[src/rtl/video_scan_pkg.sv]
// Shared geometry presets, counter bundle and helpers for the video_scan raster generator.
package video_scan_pkg;

    localparam int CHAR_PX = 8;
    localparam int CNT_W   = 16;

    // 40-column PET geometry
    localparam int G40_H_TOTAL      = 64;
    localparam int G40_H_VISIBLE    = 40;
    localparam int G40_H_SYNC_START = 48;
    localparam int G40_H_SYNC_LEN   = 4;
    localparam int G40_V_TOTAL      = 260;
    localparam int G40_V_ROWS       = 25;
    localparam int G40_CHAR_LINES   = 8;
    localparam int G40_V_SYNC_START = 224;
    localparam int G40_V_SYNC_LEN   = 8;

    // 80-column PET geometry
    localparam int G80_H_TOTAL      = 128;
    localparam int G80_H_VISIBLE    = 80;
    localparam int G80_H_SYNC_START = 96;
    localparam int G80_H_SYNC_LEN   = 8;
    localparam int G80_V_TOTAL      = 260;
    localparam int G80_V_ROWS       = 25;
    localparam int G80_CHAR_LINES   = 8;
    localparam int G80_V_SYNC_START = 224;
    localparam int G80_V_SYNC_LEN   = 8;

    typedef struct packed {
        logic [2:0]       px;
        logic [CNT_W-1:0] hc;
        logic [2:0]       ra;
        logic [CNT_W-1:0] vc;
    } scan_cnt_t;

    function automatic logic in_span(input logic [CNT_W-1:0] pos, input int start, input int len);
        return (int'(pos) >= start) && (int'(pos) < start + len);
    endfunction

endpackage

[src/rtl/video_shifter.sv]
// 8-bit parallel-load shift register; shifts MSB-first, load takes priority over shift.
module video_shifter (
    input  logic       clk_i,
    input  logic       reset_i,
    input  logic       load_i,
    input  logic       shift_i,
    input  logic [7:0] data_i,
    output logic       msb_o
);

    logic [7:0] shreg_q;

    always_ff @(posedge clk_i) begin
        if (reset_i) begin
            shreg_q <= 8'h00;
        end else if (load_i) begin
            shreg_q <= data_i;
        end else if (shift_i) begin
            shreg_q <= {shreg_q[6:0], 1'b0};
        end
    end

    assign msb_o = shreg_q[7];

endmodule

[src/rtl/video_scan.sv]
// Parametrised PET character raster generator: counters, VRAM/char-ROM fetch, pixel shifter, syncs.
// Build option VIDEO_SCAN_INVERT_EN: code[7] selects reverse video instead of ROM address bit 10.
module video_scan
    import video_scan_pkg::*;
#(
    parameter int H_TOTAL      = 64,
    parameter int H_VISIBLE    = 40,
    parameter int H_SYNC_START = 48,
    parameter int H_SYNC_LEN   = 4,
    parameter int V_TOTAL      = 260,
    parameter int V_ROWS       = 25,
    parameter int CHAR_LINES   = 8,
    parameter int V_SYNC_START = 224,
    parameter int V_SYNC_LEN   = 8,
    parameter int VRAM_AW      = 11
) (
    input  logic               clk16_i,
    input  logic               reset_i,
    input  logic               pixel_en_i,
    input  logic               vram_en_i,
    input  logic               vrom_en_i,
    input  logic [VRAM_AW-1:0] start_addr_i,
    input  logic               gfx_i,
    input  logic [7:0]         data_i,
    output logic [VRAM_AW-1:0] vram_addr_o,
    output logic [10:0]        vrom_addr_o,
    output logic               h_sync_o,
    output logic               v_sync_o,
    output logic               de_o,
    output logic               video_o
);

    localparam int V_VIS_LINES = V_ROWS * CHAR_LINES;

    scan_cnt_t          cnt_q, cnt_d;
    logic [VRAM_AW-1:0] row_base_q, row_base_d;
    logic [VRAM_AW-1:0] vram_addr_q;
    logic [7:0]         code_q, pattern_q;
    logic               rom_seen_q;
    logic               de_q, h_sync_q, v_sync_q;

    logic px_last, hc_last, ra_last, vc_last, line_end;
    logic fetch_open, vram_hit, rom_hit, seen_cur;
    logic [7:0] pattern_cur, glyph, load_val;
    logic rom_msb;

    assign px_last  = pixel_en_i && (cnt_q.px == 3'd7);
    assign hc_last  = cnt_q.hc == CNT_W'(H_TOTAL - 1);
    assign ra_last  = cnt_q.ra == 3'(CHAR_LINES - 1);
    assign vc_last  = cnt_q.vc == CNT_W'(V_TOTAL - 1);
    assign line_end = px_last && hc_last;

    always_comb begin
        cnt_d = cnt_q;
        if (pixel_en_i) begin
            cnt_d.px = cnt_q.px + 3'd1;
        end
        if (px_last) begin
            cnt_d.hc = hc_last ? '0 : cnt_q.hc + CNT_W'(1);
        end
        if (line_end) begin
            cnt_d.ra = (ra_last || vc_last) ? '0 : cnt_q.ra + 3'd1;
            cnt_d.vc = vc_last ? '0 : cnt_q.vc + CNT_W'(1);
        end
    end

    // Frame reload wins over the per-row advance when both fall on the same line end.
    always_comb begin
        row_base_d = row_base_q;
        if (line_end) begin
            if (vc_last) begin
                row_base_d = start_addr_i;
            end else if (ra_last && (cnt_q.vc < CNT_W'(V_VIS_LINES))) begin
                row_base_d = row_base_q + VRAM_AW'(H_VISIBLE);
            end
        end
    end

    assign fetch_open = (cnt_q.hc < CNT_W'(H_VISIBLE)) && (cnt_q.vc < CNT_W'(V_VIS_LINES));
    assign vram_hit   = fetch_open && vram_en_i;
    assign rom_hit    = fetch_open && vrom_en_i && !vram_en_i;

    // A ROM strobe on the last pixel of the cell still reaches this cell's load.
    assign pattern_cur = rom_hit ? data_i : pattern_q;
    assign seen_cur    = rom_seen_q || rom_hit;

`ifdef VIDEO_SCAN_INVERT_EN
    assign glyph   = code_q[7] ? ~pattern_cur : pattern_cur;
    assign rom_msb = gfx_i;
`else
    logic unused_gfx;
    assign unused_gfx = gfx_i;
    assign glyph      = pattern_cur;
    assign rom_msb    = code_q[7];
`endif

    assign load_val = (fetch_open && seen_cur) ? glyph : 8'h00;

    always_ff @(posedge clk16_i) begin
        if (reset_i) begin
            cnt_q       <= '0;
            row_base_q  <= '0;
            vram_addr_q <= '0;
            code_q      <= 8'h00;
            pattern_q   <= 8'h00;
            rom_seen_q  <= 1'b0;
            de_q        <= 1'b0;
            h_sync_q    <= 1'b0;
            v_sync_q    <= 1'b0;
        end else begin
            cnt_q       <= cnt_d;
            row_base_q  <= row_base_d;
            vram_addr_q <= row_base_d + VRAM_AW'(cnt_d.hc);
            h_sync_q    <= in_span(cnt_d.hc, H_SYNC_START, H_SYNC_LEN);
            v_sync_q    <= in_span(cnt_d.vc, V_SYNC_START, V_SYNC_LEN);
            if (vram_hit) begin
                code_q <= data_i;
            end
            if (rom_hit) begin
                pattern_q <= data_i;
            end
            rom_seen_q <= px_last ? 1'b0 : seen_cur;
            if (px_last) begin
                de_q <= fetch_open;
            end
        end
    end

    video_shifter u_shifter (
        .clk_i   (clk16_i),
        .reset_i (reset_i),
        .load_i  (px_last),
        .shift_i (pixel_en_i),
        .data_i  (load_val),
        .msb_o   (video_o)
    );

    assign vram_addr_o = vram_addr_q;
    assign vrom_addr_o = {rom_msb, code_q[6:0], cnt_q.ra};
    assign h_sync_o    = h_sync_q;
    assign v_sync_o    = v_sync_q;
    assign de_o        = de_q;

endmodule

[config.mk]
export PLATFORM = sky130hd
export DESIGN_NAME = video_scan
export DESIGN_NICKNAME = d
export VERILOG_FILES = /design/src/rtl/video_scan_pkg.sv /design/src/rtl/video_shifter.sv /design/src/rtl/video_scan.sv
export SDC_FILE = /design/constraint.sdc
export NUM_CORES = 1
export LEC_CHECK = 0
export BUFFER_PORTS_ARGS = -buffer_cell sky130_fd_sc_hd__clkbuf_2
export CORE_ASPECT_RATIO = 1.5
export CORE_UTILIZATION = 53
export CTS_BUF_LIST = sky130_fd_sc_hd__clkbuf_16
export CTS_CLUSTER_SIZE = 14
export DETAILED_ROUTE_END_ITERATION = 12
export PLACE_DENSITY = 0.76
export SLEW_MARGIN = 20
export SYNTH_ARGS = -nofsm -noshare
export SYNTH_HDL_FRONTEND = slang
export SYNTH_HIERARCHICAL = 1
export SYNTH_SLANG_ARGS = --single-unit
[constraint.sdc]
create_clock -name clk16_i -period 6.2 [get_ports clk16_i]
set_input_delay 0 -clock clk16_i [delete_from_list [all_inputs] [get_ports clk16_i]]
set_output_delay 0 -clock clk16_i [all_outputs]
set_load 0.03 [all_outputs]
* After elaboration in Yosys (flattened, before gate mapping) *
Cells that the tools add are included.

storage, ports and cells
  flip-flop bits (word level) = 88

operators by class
  reductions and logical operators = 15
  add/sub/neg operators = 6
  equality and inequality tests = 4
  multiplexer cells = 12
  $lt $le $gt $ge = 6

operators by type and width
  kind                   number
  $mux 16                4
  $mux 11                3
  $add 16x1->16 const B  2
  $lt 16x6->1 const B    2
  $lt 16x8->1 const B    2
  $mux 8                 4
  $eq 16x6->1 const B    1
  $eq 16x9->1 const B    1
  $ge 16x6->1 const B    1
  $ge 16x8->1 const B    1
  $add 11x11->11         1
  $add 11x6->11 const B  1
  $logic_and 1x1->1      10
  $add 3x1->3 const B    2
  $eq 3x3->1 const B     2
  $mux 3                 1
  $logic_or 1x1->1       2
  $reduce_bool 2->1      1
  $reduce_or 2->1        1
  $logic_not 1->1        1

* Longest topological paths before layout *
  word-level depth = 8
  mapped depth = 20
  mapped depth without buffers = 19

* Hierarchy *
Netlist, hierarchy kept.

by module, submodules not included
  module         cells each  times used  area each (um^2)  sequential area each (um^2)
  video_scan     493         1           4111.4            1601.5
  video_shifter  35          1           369.1             160.2

* Worst setup path after synthesis *
Ideal clock, no wire load.

  path type = register -> register
  from = reg cnt_q[35] (netlist name)
  to = reg vram_addr_q[9], in the netlist vram_addr_o[9]
  arrival time = 3.800 ns
  stages on the path, launching flop included = 19
  clock period less this slack = 3.928 ns
  path buffers = 1
  path slack = 2.272 ns
  cells stage by stage = dfxtp_1 ha_1 ha_1 nand2_1 inv_2 nand3_1 or2_2 clkbuf_1 nor2_1 mux2i_1 inv_1 ha_1 a21oi_1 o21ai_0 a2111o_1 o311ai_0 o21ai_0 xnor2_1 nor2_1

on the way
  longest elaborated chain between the ends = 5
  elaborated cells between the ends (all ways) = 6
  classes of those cells = add/sub (1); eq/ne (1); mux (2); reduce/logical (2)

ends and longest elaborated chain
  what                      line               text
  start: declaration        video_scan.sv:35   scan_cnt_t cnt_q, cnt_d;
  start signal: assignment  video_scan.sv:111  cnt_q <= cnt_d;
  $eq 3x3->1                video_scan.sv:47   assign px_last = pixel_en_i && (cnt_q.px == 3'd7);
  $logic_and 1x1->1         video_scan.sv:47
  named net px_last         video_scan.sv:42   logic px_last, hc_last, ra_last, vc_last, line_end;
  $logic_and 1x1->1         video_scan.sv:51   assign line_end = px_last && hc_last;
  $mux 11                   video_scan.sv:70   if (line_end) begin
  named net row_base_d[1]   video_scan.sv:36   logic [VRAM_AW-1:0] row_base_q, row_base_d;
  $add 11x11->11            video_scan.sv:113  vram_addr_q <= row_base_d + VRAM_AW'(cnt_d.hc);
  end signal: assignment    video_scan.sv:113
  end: declaration          video_scan.sv:37   logic [VRAM_AW-1:0] vram_addr_q;

The timed path passes the listed nets, and every way through them passes these cells.
A chain may end at the register's enable or synchronous reset.

* Worst setup path after layout *
Same ends and word-level chain as after synthesis.

==> results by group <==
Critical path
  – R2r startpoint: cnt_q[35]$_SDFFE_PP0P_
  – RR Endpoint: vram_addr_o[9]$_SDFF_PP0_
  – Startpoint Class: flop
  – Reg2reg setup slack: 1.56 ns
  – Crit path capture type: flop
  – Worst R2R Path Depth: 17
  – Worst EP required: about 6.4 ns
  – Cell Chain, Critical Path: ha_1 > ha_1 > nand2_1 > inv_2 > nand3_1 > or2_2 > nor2_1 > mux2i_1 > inv_1 > ha_1 > a21oi_1 > o21ai_0 > a2111o_1 > o311ai_0 > o21ai_0 > xnor2_1 > nor2_1
  – Crit path kind: reg -> reg
  – CP delay by family, top: simple AND/OR/NAND/NOR gates
  – CP peak stage delay: roughly 0.50 ns
  – Crit Path Max Fanout: 19
  – Slowest cell on the critical path: or2_2
  – Cell mode on critical path: ha_1
  – Worst path bufs/invs: 2
  – CP arrival: 4.85 ns

Yosys
  – Synth async-reset ratio: 0%
  – Mapped cell area: between 4000 and 5000 sq um
  – Ys flop type: dfxtp_1
  – Post-synth EDFFs: 0
  – Post-synth top area share: around two fifths
  – Register bit count reported by yosys: between 80 and 90
  – Synth Area per Inst: ~8.5 sq um
  – Largest area contributor in the netlist: dfxtp_1
  – Register area share after synthesis: roughly 40%
  – Synth cell types: 58
  – Post-Syn Instances: between 500 and 600
  – Ranking of synthesized cells by area: dfxtp_1 39%, nor2_1 6.7%, mux2i_1 6.5%, ha_1 4.7%, xnor2_1 4.3%
  – Synthesized netlist net count: roughly 570
  – Syn. warnings: 6

STA
  – Clock skew: between 0.006 and 0.007 ns
  – RSZ-0062 raised after global routing: false
  – Final worst path period share: 74.8%
  – Period minus WS final: 4.64 ns
  – Slew Viols, Final: 0
  – Setup TNS: 0 ns
  – Measured slew at the worst slew-check pin: about 0.73 ns
  – Final setup fails: 0
  – Rel. slew slack: about half
  – Peak Freq: ~220 MHz
  – Endpoints failing hold: 0

Clock tree
  – H-tree levels: 3
  – CTS buffer count: 9
  – Max clock buf depth: 2
  – Root Driver: clkbuf_16
  – CTS tree: done
  – Worst skew pair latency: roughly 0.35 ns
  – Clk pin slew, worst setup/hold paths: ~0.06 ns
  – Clock Sink Count: 88
  – Resized cells post-CTS: 0

Detailed routing
  – Post-route ant nets: 0
  – WL/cell: 14.1 um
  – Pre-antenna DRT Iters: 5
  – Via/cell ratio: ~5.6
  – DRT iter0 DRCs: about 210
  – Final WL: 9640 um
  – Post-route DRC: 0
  – Via count: approximately 3800

Final layout
  – Commonest non-fill, non-tap cell in the layout: dfxtp_1
  – Share of cells above drive strength 1: roughly an eighth
  – Area Overhead vs Synth: 14.7%
  – Antenna cell count: 0
  – Most frequent cells in the layout: 88 x dfxtp_1, 80 x nor2_1, 49 x clkbuf_2
  – Final std cells w/o fill: 684
  – Layout Nets: around 620
  – Area of the multi-input gates: 2540 sq um
  – Filler instances: between 700 and 800
  – Sequential cell area: between 1500 and 2000 sq um

Hold path
  – Hold endpoint: row_base_q[4]$_SDFF_PP0_
  – Hold path start: start_addr_i[4]
  – Hold path cells: 3
  – Class of the tightest hold or removal check: in -> reg

Global route
  – First-pass GRT wire length: between 15000 and 20000 um
  – Gr ovfl total: 0
  – Tot GR Track Use: between 20% and 30%
  – Antenna violations before repair: 0
  – Largest net degree at the start of global routing: 63
  – Vias in the first global route: 3638

Floorplanning
  – Num rows: 40
  – Initial Utilization: 55.3%
  – Width of the die: between 70 and 80 um
  – Die ar.: between 8000 and 9000 sq um
  – Die H: between 100 and 150 um
  – Area of the core: slightly above 8000 sq um
  – I/O pin count: 51

Power
  – Worst VDD drop: around 0.14 mV
  – Leak Pwr: 2.20 nW
  – Pwr/cell area: ~230 nW/um^2

Placed design
  – Port bufs: 49
  – RD Place Congestion: approximately 0.87
  – Dpl cells: approximately 660
  – Detailed placement HPWL: 6830 um

Flow run
  – Max Cap Viol: 0

Status
  – Status: finished, final reports clean
==> layer usage <==
layer | GRT usage, % | wire (um) | vias to the layer above
li1 | - | - | 1925
met1 | 25.2 | 4020 | 1781
met2 | 41.7 | 4920 | 79
met3 | 5.58 | 356 | 27
met4 | 12.2 | 348 | 0
met5 | 0 | 0 | -
==> layout make-up <==
| cell class | instances | area share [%] |
|---|---|---|
| multi-input combinational | 402 | 49.4 |
| sequential | 88 | 34.3 |
| timing repair buffer | 63 | 7.45 |
| clock buffer | 9 | 4.38 |
| tap | 105 | 2.56 |
| clock inverter | 7 | 1.22 |
| inverter | 10 | 0.730 |
==> where the power goes <==
part,switching (mW),internal (mW),leakage (nW)
combinational,0.0340,0.0234,1.35
sequential,0.00322,0.573,0.712
clock,0.219,0.308,0.138
==> how the worst max path moves through the flow <==
stage,end,cells after the start,startpoint
CTS,vram_addr_o[9]$_SDFF_PP0_,17,cnt_q[35]$_SDFFE_PP0P_
global route,vram_addr_o[9]$_SDFF_PP0_,17,cnt_q[35]$_SDFFE_PP0P_
detailed placement,vram_addr_o[9]$_SDFF_PP0_,17,cnt_q[35]$_SDFFE_PP0P_
global placement,vram_addr_o[9]$_SDFF_PP0_,17,cnt_q[35]$_SDFFE_PP0P_
floorplan,vram_addr_o[9]$_SDFF_PP0_,18,cnt_q[35]$_SDFFE_PP0P_
finish,vram_addr_o[9]$_SDFF_PP0_,17,cnt_q[35]$_SDFFE_PP0P_
==> cells in the mapped netlist (2+ instances only) <==
cell,n
o211ai_1,3
a21o_1,2
nor3b_1,2
o21ai_0,13
and4_1,2
ha_1,17
and2_1,14
nor3_1,15
nand2b_1,2
a31oi_1,2
buf_2,7
and3_1,13
nor2_1,80
or3_1,2
nand2_1,47
o311ai_0,2
nand4_1,8
o31ai_1,3
inv_1,9
clkbuf_1,13
a211oi_1,8
o22ai_1,3
xor2_1,19
or2_2,4
mux2i_1,29
a21oi_1,23
buf_1,2
buf_4,4
dfxtp_1,88
o21a_1,3
xnor2_1,22
nor2b_1,11
nand3_1,22
nor4_1,10
==> worst reg2reg max path, delay by kind of cell, from the launching register on <==
family	cells	cell delay [ns]
compound gates	5	1.09
xor+xnor	1	0.18
fa+ha+maj	3	0.61
mux	1	0.41
buf+inv	2	0.35
simple gates	5	1.53
flops	1	0.34
==> cell families (layout without fill, tap and decap cells) <==
logic type / after synthesis / in the layout / synth area share (%)
simple gates: 242 / 242 / 26.7
flops: 88 / 88 / 39.3
buf+inv: 38 / 89 / 4.02
mux: 30 / 30 / 6.73
xor+xnor: 41 / 41 / 8.01
fa+ha+maj: 18 / 18 / 5.19
compound gates: 71 / 71 / 10.0
==> flip-flops by register name (all words and copies together) (netlist names) <==
signal             count
cnt_q                 35
row_base_q            11
vram_addr_o           11
code_q                 8
pattern_q              8
u_shifter/shreg_q      8
vrom_addr_o            3
de_o                   1
h_sync_o               1
rom_seen_q             1
v_sync_o               1
==> repair_timing <==
action / CTS / global route
endpoints found under the hold margin: 19 / 0
buffers inserted: 0 / 0
hold buffers: 13 / 0
endpoints found under the setup margin: 0 / 0
==> per-stage QoR <==
| stage | setup WS, ns | instance area (sq um) | utilization (%) | power, mW | hold WS (ns) |
|---|---|---|---|---|---|
| 6_report | 1.56 | 5140 | 63.4 | 1.16 | 0.0247 |
| 5_1_grt | 1.00 | 5140 | 63.4 | 1.20 | 0.0474 |
| 4_1_cts | 1.51 | 5140 | 63.4 | 1.17 | 0.0241 |
| 3_5_place_dp | 1.58 | 4720 | 58.2 | 0.640 | 0.260 |
| 3_3_place_gp | 1.67 | 4720 | 58.2 | 0.638 | 0.253 |
| 2_1_floorplan | 2.27 | 4480 | - | 0.623 | 0.144 |
Note: power is estimated with default switching activity, not from simulation.
